===== config.mk =====
export PLATFORM = sky130hd
export DESIGN_NAME = drp_xadc_responder
export DESIGN_NICKNAME = d
export VERILOG_FILES = /design/src/rtl/drp_xadc_pkg.sv /design/src/rtl/xadc_conv_sequencer.sv /design/src/rtl/drp_xadc_responder.sv
export SDC_FILE = /design/constraint.sdc
export NUM_CORES = 1
export LEC_CHECK = 0
export ABC_AREA = 1
export CORE_MARGIN = 1
export CORE_UTILIZATION = 45
export DETAILED_ROUTE_END_ITERATION = 10
export HOLD_SLACK_MARGIN = 0.12
export PLACE_DENSITY = 0.69
export SLEW_MARGIN = 20
export SYNTH_ARGS = -nofsm -noshare
export SYNTH_HDL_FRONTEND = slang
export SYNTH_SLANG_ARGS = --single-unit

===== constraint.sdc =====
create_clock -name clk_1MHz -period 2.1 [get_ports clk_1MHz]
set_input_delay 0.42 -clock clk_1MHz [delete_from_list [all_inputs] [get_ports clk_1MHz]]
set_output_delay 0.42 -clock clk_1MHz [all_outputs]
set_load 0.03 [all_outputs]

===== src/rtl/drp_xadc_pkg.sv =====
// drp_xadc_pkg: shared address map, DRP FSM encoding and CFG reset value for the XADC DRP responder
package drp_xadc_pkg;
   localparam logic [6:0]  XADC_ADDR_X   = 7'h16;
   localparam logic [6:0]  XADC_ADDR_Y   = 7'h17;
   localparam logic [6:0]  XADC_ADDR_CFG = 7'h41;
   localparam logic [15:0] CFG_RST       = 16'h0001;
   typedef enum logic [1:0] {S_IDLE, S_WAIT, S_RESP} drp_state_t;
endpackage


===== src/rtl/xadc_conv_sequencer.sv =====
// xadc_conv_sequencer: X/Y conversion timer; every CONV_PERIOD enabled cycles it
// captures the current channel, pulses eoc_out, reports channel_out and toggles X<->Y.
// Ports: clk_1MHz/rst_n (async active-low), en (sequencer enable), eoc_out, channel_out,
// cap (capture strobe, same edge as eoc_out rises), cap_y (1 = capture into Y, 0 = X).
module xadc_conv_sequencer #(
   parameter int         CONV_PERIOD = 26,
   parameter logic [6:0] ADDR_X      = 7'h16,
   parameter logic [6:0] ADDR_Y      = 7'h17
) (
   input  logic       clk_1MHz,
   input  logic       rst_n,
   input  logic       en,
   output logic       eoc_out,
   output logic [6:0] channel_out,
   output logic       cap,
   output logic       cap_y
);
   localparam int W = $clog2(CONV_PERIOD);
   logic [W-1:0] cnt_q, cnt_d;
   logic         ch_y_q, ch_y_d, eoc_q, eoc_d, tc;
   logic [6:0]   chan_q, chan_d;
   always_comb begin
      tc     = en && (cnt_q == W'(CONV_PERIOD - 1));
      cnt_d  = !en ? cnt_q : tc ? '0 : cnt_q + 1'b1;
      ch_y_d = tc ? !ch_y_q : ch_y_q;
      eoc_d  = tc;
      chan_d = tc ? (ch_y_q ? ADDR_Y : ADDR_X) : chan_q;
   end
   always_ff @(posedge clk_1MHz or negedge rst_n)
      if (!rst_n) begin
         cnt_q  <= '0;
         ch_y_q <= 1'b0;
         eoc_q  <= 1'b0;
         chan_q <= 7'h00;
      end else begin
         cnt_q  <= cnt_d;
         ch_y_q <= ch_y_d;
         eoc_q  <= eoc_d;
         chan_q <= chan_d;
      end
   assign eoc_out     = eoc_q;
   assign channel_out = chan_q;
   assign cap         = tc;
   assign cap_y       = ch_y_q;
endmodule


===== src/rtl/drp_xadc_responder.sv =====
// drp_xadc_responder: simulated XADC DRP responder with X/Y result registers and CFG register.
// Ports: clk_1MHz/rst_n (async active-low); DRP request daddr_in/den_in/dwe_in/di_in;
// DRP response do_out/drdy_out; sequencer eoc_out/channel_out; analog stand-ins
// sample_x_in/sample_y_in; err_out (sticky den_in-while-busy flag).
module drp_xadc_responder import drp_xadc_pkg::*; #(
   parameter int         READ_LATENCY = 4,
   parameter int         CONV_PERIOD  = 26,
   parameter logic [6:0] ADDR_X       = XADC_ADDR_X,
   parameter logic [6:0] ADDR_Y       = XADC_ADDR_Y,
   parameter logic [6:0] ADDR_CFG     = XADC_ADDR_CFG
) (
   input  logic        clk_1MHz,
   input  logic        rst_n,
   input  logic [6:0]  daddr_in,
   input  logic        den_in,
   input  logic        dwe_in,
   input  logic [15:0] di_in,
   output logic [15:0] do_out,
   output logic        drdy_out,
   output logic        eoc_out,
   output logic [6:0]  channel_out,
   input  logic [11:0] sample_x_in,
   input  logic [11:0] sample_y_in,
   output logic        err_out
);
   drp_state_t  state_q, state_d;
   logic [3:0]  lat_q, lat_d;
   logic [6:0]  addr_q, addr_d;
   logic        we_q, we_d, err_q, err_d, accept, cap, cap_y;
   logic [15:0] wdata_q, wdata_d, snap_q, snap_d, do_q, do_d;
   logic [15:0] x_q, x_d, y_q, y_d, cfg_q, cfg_d, rd_mux;
   xadc_conv_sequencer #(.CONV_PERIOD(CONV_PERIOD), .ADDR_X(ADDR_X), .ADDR_Y(ADDR_Y)) u_seq (
      .clk_1MHz   (clk_1MHz),
      .rst_n      (rst_n),
      .en         (cfg_q[0]),
      .eoc_out    (eoc_out),
      .channel_out(channel_out),
      .cap        (cap),
      .cap_y      (cap_y)
   );
   always_comb begin
      rd_mux  = (daddr_in == ADDR_X) ? x_q : (daddr_in == ADDR_Y) ? y_q :
                (daddr_in == ADDR_CFG) ? cfg_q : 16'h0000;
      accept  = den_in && (state_q != S_WAIT);
      state_d = state_q;
      lat_d   = lat_q;
      addr_d  = addr_q;
      we_d    = we_q;
      wdata_d = wdata_q;
      snap_d  = snap_q;
      if (accept) begin
         // the WAIT phase lasts READ_LATENCY-1 cycles, so latency 1 skips it
         state_d = (READ_LATENCY == 1) ? S_RESP : S_WAIT;
         lat_d   = 4'(READ_LATENCY - 2);
         addr_d  = daddr_in;
         we_d    = dwe_in;
         wdata_d = di_in;
         snap_d  = dwe_in ? 16'h0000 : rd_mux;
      end else if (state_q == S_RESP)
         state_d = S_IDLE;
      else if (state_q == S_WAIT) begin
         if (lat_q == 4'd0)
            state_d = S_RESP;
         else
            lat_d = lat_q - 4'd1;
      end
      // do_out is reloaded only when entering RESP and held otherwise
      do_d  = (state_d == S_RESP) ? snap_d : do_q;
      err_d = err_q || (den_in && state_q == S_WAIT);
      cfg_d = (state_q == S_RESP && we_q && addr_q == ADDR_CFG) ? wdata_q : cfg_q;
      x_d   = (cap && !cap_y) ? {sample_x_in, 4'h0} : x_q;
      y_d   = (cap && cap_y) ? {sample_y_in, 4'h0} : y_q;
   end
   always_ff @(posedge clk_1MHz or negedge rst_n)
      if (!rst_n) begin
         state_q <= S_IDLE;
         lat_q   <= 4'd0;
         addr_q  <= 7'h00;
         we_q    <= 1'b0;
         wdata_q <= 16'h0000;
         snap_q  <= 16'h0000;
         do_q    <= 16'h0000;
         err_q   <= 1'b0;
         cfg_q   <= CFG_RST;
         x_q     <= 16'h0000;
         y_q     <= 16'h0000;
      end else begin
         state_q <= state_d;
         lat_q   <= lat_d;
         addr_q  <= addr_d;
         we_q    <= we_d;
         wdata_q <= wdata_d;
         snap_q  <= snap_d;
         do_q    <= do_d;
         err_q   <= err_d;
         cfg_q   <= cfg_d;
         x_q     <= x_d;
         y_q     <= y_d;
      end
   assign do_out   = do_q;
   assign drdy_out = (state_q == S_RESP);
   assign err_out  = err_q;
endmodule


==> PnR_summary.wiki, run 1 <==
{| class="wikitable"
! Metric !! Value
|-
| Cells after Synth || 554
|-
| First-pass GRT wire length || 17620 µm
|-
| Endpoints failing setup || 0
|-
| Critical path origin || u_seq.channel_out[2]
|-
| Setup TNS || 0 ps
|-
| Cell with the most instances after synthesis || sky130_fd_sc_hd__nand2_1
|-
| Number of synthesized register bits || 112
|-
| Starting density of the core || 0.4702
|-
| Total detailed-routing wirelength || 10650 µm
|-
| Post-detailed-route count of antenna-violating nets || 0
|-
| Hold/Removal Path Class || reg -> reg
|-
| DIE HEIGHT || 106.6 µm
|-
| Worst path buffer plus inverter count || 1
|-
| Ranking of synthesized cells by instance count || 235 x sky130_fd_sc_hd__nand2_1, 111 x sky130_fd_sc_hd__dfrtp_1, 41 x sky130_fd_sc_hd__nand3_1
|-
| DR DRC count || 0
|-
| Worst Skew || 11.18 ps
|-
| Total power after layout || 5.909 mW
|-
| Vias in the first global route || 3632
|-
| Worst ir drop on vdd || 0.0005733 V
|-
| Maximum single-stage delay on the critical path || 680 ps
|-
| Die Outline Area || 0.01136 mm²
|-
| Master cell of the clock root buffer || sky130_fd_sc_hd__clkbuf_8
|-
| Startpoint types || register
|-
| Number of clock buffers inserted by TritonCTS || 9
|-
| Number of sinks driven by the clock tree || 112
|-
| Most used flip-flop cell after synthesis || sky130_fd_sc_hd__dfrtp_1
|-
| Count of maximum capacitance violations || 0
|-
| Final design area excluding fillers || 0.006036 mm²
|-
| Endpoint type of the worst setup path || output port
|-
| Number of vias per cell || 4.970
|-
| Proportion of netlist area held by the largest area contributor || 0.5646
|-
| Maximum clock frequency || 537.4 MHz
|-
| Clock latency on the worst-skew pair || 360 ps
|-
| Part of the power in combinational logic || 0.309
|-
| Mapped cell area || 0.004920 mm²
|-
| Average size of a mapped cell || 8.880 µm²
|-
| Share of cells above drive strength 1 || 0.09591
|-
| Net switching component of the power || 2.039 mW
|-
| Worst Min Path Start || x_q[14]
|-
| Clock tree from TritonCTS || done
|-
| Pwr per Cell Area || 979.0 mW/mm²
|-
| Pleak || 3.141 nW
|-
| RR Startpoint || u_seq.cnt_q[1]
|-
| Dpl hpwl || 7827 µm
|-
| Number of port buffers || 73
|-
| Startpoint-to-endpoint class of the critical path || reg -> out
|-
| Number of ports placed on the die boundary || 77
|-
| Initial DRT Pass Iterations || 5
|-
| CTS H-Tree Depth || 3
|-
| Total via count after detailed routing || 3837
|-
| Worst-path cell chain || clkdlybuf4s50_1
|-
| Worst EP required || 1680 ps
|-
| Sw Share || 0.3450
|-
| Average wire length per cell after detail routing || 13.80 µm
|-
| RSZ-0062 raised after global routing || false
|-
| Remaining max-slew budget at the tightest pin || 0.5941
|-
| Critical-path maximum fanout || 4
|-
| FFs w/ async S/R, synth || 1.000
|-
| Core box area || 0.01046 mm²
|-
| Worst-path cell with the longest stage delay || sky130_fd_sc_hd__clkdlybuf4s50_1
|-
| Routability cong. || 0.8165
|-
| Die W || 106.6 µm
|-
| Final critical path time including I/O delays and setup || 1861 ps
|-
| Cell Rows || 37
|-
| Actual slew at the worst max-slew pin || 608.2 ps
|-
| Diodes inserted || 0
|-
| Cell family with the largest share of critical-path delay || buffers and inverters
|-
| Gr usage total || 0.1988
|-
| Final worst path period share || 0.8861
|-
| Number of antenna violations at the first check in global routing || 0
|-
| CP arrival || 1440 ps
|-
| Count of flip-flops with a built-in enable after synthesis || 0
|-
| Power Internal || 3.870 mW
|-
| Reg power frac || 0.490
|-
| Outcome || finished, final reports clean
|-
| Cell area reported after detailed placement || 0.005851 mm²
|-
| Initial DRC count || 202
|-
| Synth cell types || 33
|-
| Net count of the finished layout || 686
|-
| Portion of the post-synthesis area used by sequential elements || 0.5699
|-
| Total gr overflow || 0
|-
| Clk pin slew, worst setup/hold paths || 100 ps
|-
| Top post-synthesis cells by area || sky130_fd_sc_hd__dfrtp_1 56%, sky130_fd_sc_hd__nand2_1 18%, sky130_fd_sc_hd__nand3_1 4.2%
|-
| Clock Power Share || 0.200
|-
| Maximum count of clock buffers along a single path || 2
|-
| Total number of yosys warnings || 0
|-
| Largest net degree at the start of global routing || 72
|-
| Final count of pins violating max slew || 0
|-
| Hold violation count in the final report || 0
|-
| Area growth, synth to finish || 22.69%
|-
| Area leader, netlist || sky130_fd_sc_hd__dfrtp_1
|}
## path summary, 6_finish.rpt
check	end	slack (ps)	cells past startpoint
setup / recovery	channel_out[1]	240	1
hold / removal	x_q[14]	480	2
setup reg to reg	x_q[7]	370	9
hold reg to reg	x_q[14]	480	2
max in group asynchronous	cfg_q[0]	1150	3
min in group asynchronous	addr_q[0]	560	3
## tightest hold or removal path, stage by stage (launching register included)
cell                      delay, ps
sky130_fd_sc_hd__dfrtp_1        350
sky130_fd_sc_hd__nand2_1         50
sky130_fd_sc_hd__nand2_1         50
## cell type report
class / instances / area (µm²)
inverters: 33 / 123.9
fillers: 963 / 4427
repair buffers: 94 / 937.1
flip-flops and latches: 112 / 2804
clock inverters: 3 / 17.52
multi-input cells: 381 / 1824
clock buffers: 13 / 158.9
well taps: 136 / 170.2
## routing by layer
metal	track usage	part of all wire	vias up
met3	0.02759	0.050	12
li1	-	-	1899
met1	0.2863	0.49	1822
met2	0.3134	0.45	104
met5	0	0	-
met4	0.05773	0.014	0
## what timing repair did
item	in CTS	in global routing
endpoints found under the hold margin	100	0
hold buffers	1	0
resized for setup	1	0
setup buffers	0	0
endpoints found under the setup margin	1	0
## power by group through the flow
stage,sequential (mW),clock [mW],combinational [mW]
finish,2.90,1.18,1.83
global route,2.95,1.29,2.03
CTS,2.90,1.20,1.86
floorplan,3.18,0,0.809
detailed placement,2.94,0,1.85
global placement,2.92,0,1.79
## logic make-up (layout without fill, tap and decap cells)
family,Yosys count,count (layout),share of synthesized area
adders and majority gates,4,4,0.01017
xor gates and xnor gates,1,1,0.001781
muxes,12,12,0.03433
DFF,112,112,0.5699
AOI/OAI and AO/OA,40,40,0.04425
and+or+nand+nor,321,321,0.2780
other,1,3,0.0007622
buffers and inverters,63,143,0.06078
## placed cells by master, fill, tap and decap left out, types with 2 or more instances in the layout
cell type	Yosys	final
sky130_fd_sc_hd__buf_4	8	17
sky130_fd_sc_hd__buf_12	0	4
sky130_fd_sc_hd__dfrtp_1	111	111
sky130_fd_sc_hd__clkbuf_1	11	2
sky130_fd_sc_hd__clkbuf_8	0	11
sky130_fd_sc_hd__inv_2	2	2
sky130_fd_sc_hd__inv_1	31	31
sky130_fd_sc_hd__clkinv_2	0	2
sky130_fd_sc_hd__nand2_4	2	2
sky130_fd_sc_hd__nand4_1	3	3
sky130_fd_sc_hd__clkdlybuf4s50_1	0	71
sky130_fd_sc_hd__a21oi_1	6	6
sky130_fd_sc_hd__conb_1	1	3
sky130_fd_sc_hd__nor2_1	15	15
sky130_fd_sc_hd__nand3b_1	12	12
sky130_fd_sc_hd__nand3_1	41	41
sky130_fd_sc_hd__a211oi_1	3	3
sky130_fd_sc_hd__mux2_2	3	3
sky130_fd_sc_hd__nor2_2	4	4
sky130_fd_sc_hd__mux2_4	9	9
sky130_fd_sc_hd__o21ai_0	26	26
sky130_fd_sc_hd__nand2_1	235	235
sky130_fd_sc_hd__nor3_1	3	3
sky130_fd_sc_hd__ha_1	4	4
sky130_fd_sc_hd__a31oi_1	3	3
## metrics by stage
step	setup WS (ps)	instances	hold slack, ps	util
2_1_floorplan	488.5	556	124.4	-
3_3_place_gp	62.12	755	424.6	0.5592
3_5_place_dp	47.57	755	429.3	0.5592
4_1_cts	220.5	772	481.9	0.5769
5_1_grt	197.9	772	506.0	0.5769
6_report	239.2	772	479.3	0.5769
## sequential cells by signal, summed over array words and instances (netlist names)
register and flops:
u_seq.cnt_q 5, addr_q 7, we_q 1, wdata_q 16, err_out 1, cfg_q 16, state_q 2, u_seq.eoc_out 1
x_q 12, lat_q 4, snap_q 16, y_q 12, u_seq.cap_y 1, do_out 16, u_seq.channel_out 2
(Power assumes the default switching activity.)
==> run 2: changes to the inputs <==
--- a/config.mk
+++ b/config.mk
@@ -8,6 +8,7 @@
 export ABC_AREA = 1
 export CORE_MARGIN = 1
 export CORE_UTILIZATION = 45
+export CTS_CLUSTER_SIZE = 8
 export DETAILED_ROUTE_END_ITERATION = 10
 export HOLD_SLACK_MARGIN = 0.12
 export PLACE_DENSITY = 0.69
==> results of run 2 <==
No change in the layout: final DEF, timing and power equal those of run 1.
==> run 3: changes to the inputs <==
--- a/config.mk
+++ b/config.mk
@@ -15,4 +15,5 @@
 export SLEW_MARGIN = 20
 export SYNTH_ARGS = -nofsm -noshare
 export SYNTH_HDL_FRONTEND = slang
+export SYNTH_HIERARCHICAL = 1
 export SYNTH_SLANG_ARGS = --single-unit
==> run 3 against run 2 <==
Critical path depth increased by 5; synthesized cell count fell by 7.6%; routed wire length shrank 7.2%; clock skew is 1.2 ps lower; sequential power is 7% lower; final area is 2.0% lower; register-to-register slack got worse by 160 ps; non-clock buffer count shrank 8; count of clock-buffer cells in the layout is 2 lower; flip-flop and latch count stayed put; fmax shrank 1.3%.
==> PnR_summary.wiki, run 3 <==
{| class="wikitable"
! Metric !! Value
|-
| Initial DRT Pass Iterations || 4 (was 5)
|-
| XOR/XNOR Fraction of Synth Area || 0.001812 (was 0.001780)
|-
| Cell family with the largest share of critical-path delay || simple AND/OR/NAND/NOR gates (was buffers and inverters)
|-
| Remaining max-slew budget at the tightest pin || 0.6475 (was 0.5941)
|-
| FILL cells || 944 (was 963)
|-
| Number of vias per cell || 4.880 (was 4.970)
|-
| Setup TNS || 0 ps (unchanged)
|-
| Post-CTS setup-driven buffer insertion count || 0 (unchanged)
|-
| Multiplexer area fraction after synthesis || 0.05590 (was 0.03433)
|-
| Most common cell after layout, fill and taps aside || sky130_fd_sc_hd__nand2_1 (unchanged)
|-
| Worst path buffer plus inverter count || 1 (unchanged)
|-
| Area taken by flip-flops and latches || 0.002804 mm² (unchanged)
|-
| Count of maximum capacitance violations || 0 (unchanged)
|-
| Ranking of synthesized cells by instance count || 164 x sky130_fd_sc_hd__nand2_1, 111 x sky130_fd_sc_hd__dfrtp_1, 40 x sky130_fd_sc_hd__o21ai_0 (was 235 x sky130_fd_sc_hd__nand2_1, 111 x sky130_fd_sc_hd__dfrtp_1, 41 x sky130_fd_sc_hd__nand3_1)
|-
| Worst ir drop on vdd || 0.0004974 V (was 0.0005733 V)
|-
| Pleak || 2.854 nW (was 3.141 nW)
|-
| Cell with the most instances after synthesis || sky130_fd_sc_hd__nand2_1 (unchanged)
|-
| Final count of pins violating max slew || 0 (unchanged)
|-
| Worst Skew || 9.978 ps (was 11.18 ps)
|-
| Worst-path cell chain || inv_1 > ha_1 > nand3_2 > nor2_4 > nand2_1 > mux2_2 (was clkdlybuf4s50_1)
|-
| Area used by multi-input combinational logic || 0.001720 mm² (was 0.001824 mm²)
|-
| Total detailed-routing wirelength || 9890 µm (was 10650 µm)
|-
| Number of sinks driven by the clock tree || 112 (unchanged)
|-
| Cell Rows || 37 (unchanged)
|-
| Maximum single-stage delay on the critical path || 420 ps (was 680 ps)
|-
| Post-route setup slack || 214.8 ps (was 239.2 ps)
|-
| Clock latency on the worst-skew pair || 360 ps (about the same)
|-
| Total via count after detailed routing || 3543 (was 3837)
|-
| Portion of the post-synthesis area used by sequential elements || 0.5800 (was 0.5699)
|-
| Routability cong. || 0.7778 (was 0.8165)
|-
| Initial DRC count || 139 (was 202)
|-
| Total power after layout || 5.237 mW (was 5.909 mW)
|-
| Number of port buffers || 73 (unchanged)
|-
| Area leader, netlist || sky130_fd_sc_hd__dfrtp_1 (unchanged)
|-
| Average size of a mapped cell || 9.443 µm² (was 8.880 µm²)
|-
| Worst-path cell with the longest stage delay || sky130_fd_sc_hd__dfrtp_1 (was sky130_fd_sc_hd__clkdlybuf4s50_1)
|-
| Clock tree from TritonCTS || done (unchanged)
|-
| Mapped cell area || 0.004835 mm² (was 0.004920 mm²)
|-
| Worst-case setup slack after placement || 112.2 ps (was 47.57 ps)
|-
| Startpoint types || register (unchanged)
|-
| Largest net degree at the start of global routing || 51 (was 72)
|-
| Area growth, synth to finish || 22.31% (was 22.69%)
|-
| Number of ports placed on the die boundary || 77 (unchanged)
|-
| Count of flip-flops with a built-in enable after synthesis || 0 (unchanged)
|-
| Final critical path time including I/O delays and setup || 1885 ps (was 1861 ps)
|-
| First-pass GRT wire length || 16770 µm (was 17620 µm)
|-
| CP arrival || 2130 ps (was 1440 ps)
|-
| Startpoint-to-endpoint class of the critical path || reg -> reg (was reg -> out)
|-
| FFs w/ async S/R, synth || 1.000 (unchanged)
|-
| Hold violation count in the final report || 0 (unchanged)
|-
| Number of synthesized register bits || 112 (unchanged)
|-
| Compound-cell area share of the yosys netlist || 0.05435 (was 0.04425)
|-
| Die Outline Area || 0.01116 mm² (was 0.01136 mm²)
|-
| Top post-synthesis cells by area || sky130_fd_sc_hd__dfrtp_1 57%, sky130_fd_sc_hd__nand2_1 13%, sky130_fd_sc_hd__mux2_2 5.6% (was sky130_fd_sc_hd__dfrtp_1 56%, sky130_fd_sc_hd__nand2_1 18%, sky130_fd_sc_hd__nand3_1 4.2%)
|-
| Largest family of logic cells by synthesized area || simple AND/OR/NAND/NOR gates (unchanged)
|-
| Proportion of netlist area held by the largest area contributor || 0.5745 (was 0.5646)
|-
| Post-detailed-route count of antenna-violating nets || 0 (unchanged)
|-
| RSZ-0062 raised after global routing || false (unchanged)
|-
| Total number of yosys warnings || 6 (was 0)
|-
| DIE HEIGHT || 105.7 µm (was 106.6 µm)
|-
| Core box area || 0.01037 mm² (was 0.01046 mm²)
|-
| Final worst path period share || 0.8977 (was 0.8861)
|-
| Actual slew at the worst max-slew pin || 527.5 ps (was 608.2 ps)
|-
| Net count of the finished layout || 640 (was 686)
|-
| Gr usage total || 0.1920 (was 0.1988)
|-
| Synth cell types || 30 (was 33)
|-
| Die W || 105.7 µm (was 106.6 µm)
|-
| Pwr per Cell Area || 885.6 mW/mm² (was 979.0 mW/mm²)
|-
| Number of antenna violations at the first check in global routing || 0 (unchanged)
|-
| Vias in the first global route || 3484 (was 3632)
|-
| Average wire length per cell after detail routing || 13.62 µm (was 13.80 µm)
|-
| Most used flip-flop cell after synthesis || sky130_fd_sc_hd__dfrtp_1 (unchanged)
|-
| Outcome || finished, final reports clean (unchanged)
|-
| Share of cells above drive strength 1 || 0.1356 (was 0.09591)
|-
| Utilization of the core after routing || 0.5702 (was 0.5769)
|-
| Synth Area in Simple Gates || 0.2311 (was 0.2780)
|-
| DR DRC count || 0 (unchanged)
|-
| Endpoint type of the worst setup path || register (was output port)
|-
| Starting density of the core || 0.4662 (was 0.4702)
|-
| Total gr overflow || 0 (unchanged)
|-
| Hold/Removal Path Class || in -> async (was reg -> reg)
|-
| Commonest non-fill, non-tap cells in the layout || 164 x sky130_fd_sc_hd__nand2_1, 111 x sky130_fd_sc_hd__dfrtp_1, 71 x sky130_fd_sc_hd__clkdlybuf4s50_1, 40 x sky130_fd_sc_hd__o21ai_0, 39 x sky130_fd_sc_hd__inv_1 (was 235 x sky130_fd_sc_hd__nand2_1, 111 x sky130_fd_sc_hd__dfrtp_1, 71 x sky130_fd_sc_hd__clkdlybuf4s50_1, 41 x sky130_fd_sc_hd__nand3_1, 31 x sky130_fd_sc_hd__inv_1)
|-
| Maximum count of clock buffers along a single path || 2 (unchanged)
|-
| Master cell of the clock root buffer || sky130_fd_sc_hd__clkbuf_8 (unchanged)
|-
| Critical-path maximum fanout || 12 (was 4)
|-
| Cells after Synth || 512 (was 554)
|-
| CTS H-Tree Depth || 3 (unchanged)
|-
| Adder and majority gate portion of the synthesized area || 0.01035 (was 0.01017)
|-
| Endpoints failing setup || 0 (unchanged)
|-
| Number of clock buffers inserted by TritonCTS || 9 (unchanged)
|-
| Diodes inserted || 0 (unchanged)
|-
| Clk pin slew, worst setup/hold paths || 100 ps (about the same)
|-
| Maximum clock frequency || 530.4 MHz (was 537.4 MHz)
|-
| Worst EP required || 2350 ps (was 1680 ps)
|-
| Dpl hpwl || 6909 µm (was 7827 µm)
|}
==> run 3: cell count changes after synthesis, sizes merged, moves of 3 or more <==
cell	previous run	this run
nand4	3	0
o21ai	26	42
nor2	20	27
buf	19	22
mux2	12	24
nand3	41	45
clkbuf	11	4
inv	33	42
nand2	238	171
a211oi	3	0
nand3b	12	1
==> run 3: final timing paths <==
path	from	endpoint	slack [ps]	cells past startpoint
max in group asynchronous	rst_n	cfg_q[0]	1050	3
max	u_seq/cnt_q[1]	x_q[6]	210	6
min	rst_n	lat_q[2]	470	2
min reg2reg	addr_q[2]	addr_q[2]	480	2
min in group clk_1MHz	addr_q[2]	addr_q[2]	480	2
max reg2reg	u_seq/cnt_q[1]	x_q[6]	210	6
==> run 3: area by class of cell <==
class / count / area share
flip-flops and latches: 112 / 0.4742
multi-input cells: 334 / 0.2909
repair buffers: 86 / 0.1483
well taps: 136 / 0.02878
inverters: 42 / 0.02666
clock buffers: 11 / 0.02391
clock inverters: 5 / 0.007194
==> run 3: timing repair <==
item	in CTS	in global routing
endpoints found under the hold margin	16	0
hold buffers	1	0
gates resized for setup	1	0
endpoints found under the setup margin	1	0
==> run 3: where the power goes <==
| part | switching [mW] | internal (mW) |
|---|---|---|
| combinational | 0.837 | 0.513 |
| clock | 0.716 | 0.474 |
| sequential | 0.162 | 2.53 |
==> run 3: cell families after synthesis <==
kind of cell / after synthesis
buf+inv: 68
flops: 112
fa+ha+maj: 4
simple gates: 251
mux: 24
other cells: 1
xor+xnor: 1
compound gates: 51
==> run 3: through the flow <==
stage	hold slack, ps	area (µm²)	std cells
global placement	312.9	5720	709
finish	468.0	5913	726
CTS	449.1	5913	726
detailed placement	316.6	5720	709
global route	464.0	5913	726
floorplan	124.4	4842	514
==> run 3: per-layer routing <==
metal  GRT usage  wire (µm)  up-vias
li1            -          -     1761
met1      0.2656       4648     1682
met2      0.3011       4665       92
met3     0.04700        478        8
met4     0.05456         97        0
met5           0          0        -
